<file path="src/rtl/sdram_arb_pkg.sv">
// rtl/sdram_arb_pkg.sv - shared types and widths for the SDRAM port arbiter
package sdram_arb_pkg;

  localparam int ADDR_W = 25;
  localparam int NUM_W  = 10;
  localparam int DATA_W = 16;

  typedef enum logic [2:0] {
    IDLE  = 3'd0,
    ISSUE = 3'd1,
    XFER  = 3'd2,
    DONE  = 3'd3,
    ABORT = 3'd4
  } arb_state_t;

  typedef enum logic {
    PORT0 = 1'b0,
    PORT1 = 1'b1
  } port_id_t;

  // A beat count of zero still moves one word through the controller.
  function automatic logic [NUM_W-1:0] fix_num(input logic [NUM_W-1:0] num);
    return (num == '0) ? NUM_W'(1) : num;
  endfunction

endpackage

</file>
<file path="src/rtl/sdram_arb_select.sv">
// rtl/sdram_arb_select.sv - winner pick for the SDRAM arbiter (SDRAM_ARB_ROUND_ROBIN_EN selects round robin)
module sdram_arb_select
  import sdram_arb_pkg::*;
(
  input  logic     req0,
  input  logic     req1,
  input  port_id_t last_grant,
`ifndef SDRAM_ARB_ROUND_ROBIN_EN
  input  logic     starve,
`endif
  output port_id_t winner
);

`ifdef SDRAM_ARB_ROUND_ROBIN_EN
  // On a tie the port that did not win last time goes next.
  always_comb begin
    winner = PORT0;
    if (req0 && req1) begin
      winner = (last_grant == PORT1) ? PORT0 : PORT1;
    end else if (req1) begin
      winner = PORT1;
    end
  end
`else
  // Video fetch wins ties unless the CPU side has waited too long.
  always_comb begin
    winner = PORT0;
    if (req0 && starve) begin
      winner = PORT0;
    end else if (req1) begin
      winner = PORT1;
    end
  end
`endif

endmodule

</file>
<file path="src/rtl/sdram_port_arbiter.sv">
// rtl/sdram_port_arbiter.sv - two-port KFSDRAM request arbiter (SDRAM_ARB_ROUND_ROBIN_EN selects round robin)
module sdram_port_arbiter
  import sdram_arb_pkg::*;
#(
  parameter int STARVE_LIMIT = 8
) (
  input  logic              sdram_clock,
  input  logic              sdram_reset_n,
  input  logic [ADDR_W-1:0] p0_address,
  input  logic [NUM_W-1:0]  p0_num,
  input  logic [DATA_W-1:0] p0_wdata,
  input  logic              p0_write,
  input  logic              p0_read,
  output logic              p0_grant,
  output logic              p0_wready,
  output logic              p0_rvalid,
  output logic [DATA_W-1:0] p0_rdata,
  output logic              p0_done,
  input  logic [ADDR_W-1:0] p1_address,
  input  logic [NUM_W-1:0]  p1_num,
  input  logic [DATA_W-1:0] p1_wdata,
  input  logic              p1_write,
  input  logic              p1_read,
  output logic              p1_grant,
  output logic              p1_wready,
  output logic              p1_rvalid,
  output logic [DATA_W-1:0] p1_rdata,
  output logic              p1_done,
  output logic [ADDR_W-1:0] ctl_address,
  output logic [NUM_W-1:0]  ctl_num,
  output logic [DATA_W-1:0] ctl_data_in,
  output logic              ctl_write_request,
  output logic              ctl_read_request,
  input  logic              ctl_write_flag,
  input  logic              ctl_read_flag,
  input  logic [DATA_W-1:0] ctl_data_out,
  input  logic              ctl_idle,
  input  logic              ctl_refresh_mode
);

  arb_state_t state, state_next;
  port_id_t   owner;
  port_id_t   last_grant;
  port_id_t   winner;
  logic       op_write;
  logic       req0, req1;
  logic       owner_req;
  logic       flag;
  logic       start;
  logic       done_q;
  logic       rvalid0_q, rvalid1_q;
  logic [DATA_W-1:0] rdata0_q, rdata1_q;
  logic [NUM_W-1:0]  beat_cnt;

  assign req0      = p0_read | p0_write;
  assign req1      = p1_read | p1_write;
  assign owner_req = (owner == PORT1) ? req1 : req0;
  assign flag      = ctl_write_flag | ctl_read_flag;
  // Refresh is never interrupted: a decision needs an idle, non-refreshing controller.
  assign start     = (state == IDLE) && ctl_idle && !ctl_refresh_mode && (req0 || req1);

`ifndef SDRAM_ARB_ROUND_ROBIN_EN
  localparam int STARVE_W = $clog2(STARVE_LIMIT + 1);
  logic [STARVE_W-1:0] starve_cnt;
  logic                starve;

  assign starve = (starve_cnt >= STARVE_W'(STARVE_LIMIT));

  // Count CPU-side waiting cycles, saturating at the limit; cleared when port 0 wins.
  always_ff @(posedge sdram_clock or negedge sdram_reset_n) begin
    if (!sdram_reset_n) begin
      starve_cnt <= '0;
    end else if (start && (winner == PORT0)) begin
      starve_cnt <= '0;
    end else if (req0 && !p0_grant && !starve) begin
      starve_cnt <= starve_cnt + STARVE_W'(1);
    end
  end
`endif

  sdram_arb_select u_select (
    .req0       (req0),
    .req1       (req1),
    .last_grant (last_grant),
`ifndef SDRAM_ARB_ROUND_ROBIN_EN
    .starve     (starve),
`endif
    .winner     (winner)
  );

  // State register plus the owner, operation type and last winner latched at the decision.
  always_ff @(posedge sdram_clock or negedge sdram_reset_n) begin
    if (!sdram_reset_n) begin
      state      <= IDLE;
      owner      <= PORT0;
      op_write   <= 1'b0;
      last_grant <= PORT1;
    end else begin
      state <= state_next;
      if (start) begin
        owner      <= winner;
        op_write   <= (winner == PORT1) ? p1_write : p0_write;
        last_grant <= winner;
      end
    end
  end

  // Next-state logic for the request / flag-rise / flag-fall handshake.
  always_comb begin
    state_next = state;
    case (state)
      IDLE:    if (start) state_next = ISSUE;
      ISSUE: begin
        if (flag) begin
          state_next = XFER;
        end else if (!owner_req) begin
          state_next = ABORT;
        end
      end
      XFER:    if (!flag) state_next = DONE;
      DONE:    if (!owner_req) state_next = IDLE;
      ABORT:   if (ctl_idle) state_next = IDLE;
      default: state_next = IDLE;
    endcase
  end

  // Grants, controller bus muxing and per-port strobes derived from state and owner.
  always_comb begin
    logic granted;
    logic driving;
    granted           = (state == ISSUE) || (state == XFER) || (state == DONE);
    driving           = (state == ISSUE) || (state == XFER);
    ctl_address       = '0;
    ctl_num           = '0;
    ctl_data_in       = '0;
    ctl_write_request = 1'b0;
    ctl_read_request  = 1'b0;
    if (driving) begin
      ctl_address = (owner == PORT1) ? p1_address : p0_address;
      ctl_num     = fix_num((owner == PORT1) ? p1_num : p0_num);
      ctl_data_in = (owner == PORT1) ? p1_wdata : p0_wdata;
    end
    if (state == ISSUE) begin
      ctl_write_request = op_write;
      ctl_read_request  = !op_write;
    end
    p0_grant  = granted && (owner == PORT0);
    p1_grant  = granted && (owner == PORT1);
    p0_wready = ctl_write_flag && p0_grant;
    p1_wready = ctl_write_flag && p1_grant;
    p0_done   = done_q && (owner == PORT0);
    p1_done   = done_q && (owner == PORT1);
    p0_rvalid = rvalid0_q;
    p1_rvalid = rvalid1_q;
    p0_rdata  = rdata0_q;
    p1_rdata  = rdata1_q;
  end

  // Done strobe on entry to DONE; read data and valid registered together on the flag cycle.
  always_ff @(posedge sdram_clock or negedge sdram_reset_n) begin
    if (!sdram_reset_n) begin
      done_q    <= 1'b0;
      rvalid0_q <= 1'b0;
      rvalid1_q <= 1'b0;
      rdata0_q  <= '0;
      rdata1_q  <= '0;
    end else begin
      done_q    <= (state == XFER) && !flag;
      rvalid0_q <= ctl_read_flag && p0_grant;
      rvalid1_q <= ctl_read_flag && p1_grant;
      if (ctl_read_flag && p0_grant) rdata0_q <= ctl_data_out;
      if (ctl_read_flag && p1_grant) rdata1_q <= ctl_data_out;
    end
  end

  // Beats seen in the current burst, saturating at the counter's maximum.
  always_ff @(posedge sdram_clock or negedge sdram_reset_n) begin
    if (!sdram_reset_n) begin
      beat_cnt <= '0;
    end else if (start) begin
      beat_cnt <= '0;
    end else if (driving_beat(state, flag) && (beat_cnt != '1)) begin
      beat_cnt <= beat_cnt + NUM_W'(1);
    end
  end

  function automatic logic driving_beat(input arb_state_t st, input logic fl);
    return fl && ((st == ISSUE) || (st == XFER));
  endfunction

endmodule

</file>
<file path="config.mk">
export PLATFORM = sky130hd
export DESIGN_NAME = sdram_port_arbiter
export DESIGN_NICKNAME = d
export VERILOG_FILES = /design/src/rtl/sdram_arb_pkg.sv /design/src/rtl/sdram_arb_select.sv /design/src/rtl/sdram_port_arbiter.sv
export SDC_FILE = /design/constraint.sdc
export NUM_CORES = 1
export LEC_CHECK = 0
export BUFFER_PORTS_ARGS = -buffer_cell sky130_fd_sc_hd__buf_2
export CAP_MARGIN = 20
export CORE_UTILIZATION = 35
export CTS_CLUSTER_DIAMETER = 150
export DETAILED_ROUTE_END_ITERATION = 7
export GPL_TIMING_DRIVEN = 1
export HOLD_SLACK_MARGIN = 0.05
export PLACE_DENSITY_LB_ADDON = 0.12
export SLEW_MARGIN = 20
export SYNTH_ARGS = -nofsm -noshare
export SYNTH_HDL_FRONTEND = slang
export SYNTH_SLANG_ARGS = --single-unit
</file>
<file path="constraint.sdc">
create_clock -name sdram_clock -period 2.1 [get_ports sdram_clock]
set_input_delay 0.42 -clock sdram_clock [delete_from_list [all_inputs] [get_ports sdram_clock]]
set_output_delay 0.42 -clock sdram_clock [all_outputs]
set_load 0.005 [all_outputs]
</file>
==> results.toml <==
[clock_tree]
htreeDepth = 2
clockBufferDepth = 2
cts_sinks = 44
numCtsBuffers = 5
root_buffer = "clkbuf_8"
clkTransAtPathRegs_ps = 80
cts_tree = "yes"
clkLatencyLatePin_ps = 300

[critical_path]
path_class = "register to output pin"
crit_path_end_kind = "output pin"
cp.required_ps = 1680
start_kind = "register"
crit_fanout = 6
arrival_ps = 1800
reg2regPathDepth = 6

[power]
power_leakage_nw = 2.40
p_sw_mw = 2.13
clock_power_share = 0.121
ir_worst_vdd_uv = 732
p_int_mw = 3.51
p_comb_frac = 0.618
p_sw_frac = 0.378
p_per_area_nw_per_um2 = 1340
design_power_total_mw = 5.64
p_seq_frac = 0.261

[synth]
synthFlopType = "dfrtp_1"
synth_cell_types = 40
yosys-top-cells-area = "dfrtp_1, mux2i_1, mux2_2"
ys_seq_area_frac = 0.401
synth.cell_area_um2 = 2750
synth-seq-cells = 44
synth_edf_count = 0
synth_most_common_cell = "nor2_1"
yosysWarningCount = 0
ys_async_sr_fraction = 1.00
synth_top_area_cell = "dfrtp_1"
synth_nets = 398
synth.avg_cell_area_um2 = 10.2
syn_inst = 268
synth_top_area_frac = 0.401
synthTopCellsByCount = "nor2_1, mux2i_1, dfrtp_1, mux2_2, nor3_1"

[global_route]
grt_max_degree = 32
grt_overflow_total = 0
grt_util_all_layers = 0.208
first_global_vias = 2761
antenna_found_initial = 1
grt_pass1_wl_mm = 13.5

[floorplanning]
initial_utilization = 0.371
dieHeight_um = 90.6
coreArea_um2 = 7410
rows = 31
design.die.area_um2 = 8200
die_w_um = 90.6
io-pin-count = 221

[min_path]
hold_class = "primary input to asynchronous set/reset pin"

[final_layout]
drive_gt1_frac = 0.602
area_growth_pct = 53.3
n_fill_cell = 718
finalNetCount = 624
regArea_um2 = 1100
multi_input_area_um2 = 1560

[placement]
dp_hpwl_mm = 7.26
gp_congestion = 0.812
io_buffer_count = 220

[timing]
setup_ws_ps = -123
finalMaxSlewViolations = 0
worst_pin_slew_ps = 567
hold_viol = 0
fin_crit_sh = 1.06
period_needed_ps = 2220
grt_setup_unrepaired = "true"
setup_violations = 6
fin_skew_ps = 7.01
setup_tns_ps = -532
fmax_ghz = 0.450
slew_headroom = 0.619

[drt]
viasPerCell = 4.76
wl_per_cell_um = 15.1
drc = 0
drt_iter0_drc = 39
final_antenna_net_count = 0
vias = 2835
drt-total-wl_mm = 8.99
first_pass_iters = 4

[flow_run]
maxCapViolCount = 0

[outcome]
status = "finished with violations"
failed_checks = "setup timing"
## logic make-up after synthesis
logic type	after synthesis	synth area share
AOI/OAI and AO/OA	19	0.0565
xor gates and xnor gates	2	0.00638
adders and majority gates	2	0.00911
buffers and inverters	23	0.0415
DFF	44	0.401
muxes	84	0.321
and+or+nand+nor	94	0.164
## area by class of cell
cell class / instances / area share
well taps: 99 / 0.0294
repair buffers: 238 / 0.305
inverters: 4 / 0.00357
diodes: 1 / 0.000595
flip-flops and latches: 44 / 0.262
clock inverters: 2 / 0.00922
clock buffers: 6 / 0.0196
multi-input cells: 201 / 0.371
## state kept, by name, summed over array words and instances (netlist names)
| signal | count |
|---|---|
| p0_rdata | 16 |
| p1_rdata | 16 |
| starve_cnt | 4 |
| state | 3 |
| done_q | 1 |
| op_write | 1 |
| owner | 1 |
| p0_rvalid | 1 |
| p1_rvalid | 1 |
## power by group through the flow
stage          clock, mW  sequential [mW]  combinational, mW
2_1_floorplan          0             1.50               1.91
3_3_place_gp           0             1.47               3.22
3_5_place_dp           0             1.50               3.25
4_1_cts            0.706             1.48               3.30
5_1_grt            0.733             1.52               3.81
6_report           0.682             1.47               3.49
## cell usage in the layout, fill, tap and decap left out, types with 2 or more instances in the layout
cell,instances
dfrtp_1,42
buf_2,220
ha_1,2
nor2_2,5
nand2_1,2
nor2_1,52
a21oi_1,3
dfrtp_2,2
a21o_1,3
nor3_2,3
o21a_1,2
mux2_2,33
and2_1,4
clkbuf_8,6
nand3_1,2
buf_12,2
nor3b_1,2
o21ba_2,2
buf_4,14
nor2b_1,2
nor4_1,3
a211oi_1,2
mux2i_1,51
nor3_1,10
inv_1,4
## what timing repair did
item,CTS,global route
gates cloned,0,1
hold endpoints to repair,0,0
resized for setup,5,12
hold buffers,0,0
setup buffers,1,4
pin swaps,7,1
setup endpoints to repair,32,44
## final timing paths
path / from / end / slack (ps)
hold / removal: sdram_reset_n / p1_rdata[6] / 80
max in group asynchronous: sdram_reset_n / p0_rdata[14] / 1430
setup / recovery: owner / ctl_num[0] / -120
hold reg to reg: op_write / op_write / 500
min in group sdram_clock: ctl_data_out[4] / p1_rdata[4] / 360
setup reg to reg: owner / p0_rdata[2] / 250
## per-layer routing
layer / routed length (um) / up-vias / track usage
met5: 0 / - / 0
met3: 666 / 15 / 0.0640
li1: - / 1387 / -
met1: 3510 / 1323 / 0.227
met4: 191 / 0 / 0.0685
met2: 4620 / 110 / 0.380
## worst max-delay path, cell delays in order (launching register included)
cell and delay, ps:
dfrtp_2 380, or4b_4 450, o22a_1 230, a21oi_4 200, o21ba_1 140, buf_2 100
## through the flow
stage,std cells,utilization,instance area [um^2],hold WS [ps],setup WS (ps)
final,595,0.568,4210,79.8,-123
after global routing,595,0.568,4210,112,-257
after CTS,589,0.555,4110,92.9,-115
after detailed placement,580,0.535,3960,421,-47.8
after global placement,580,0.535,3960,414,-43.0
after floorplan,268,-,2750,124,160
Power figures use the tool's default switching activity.
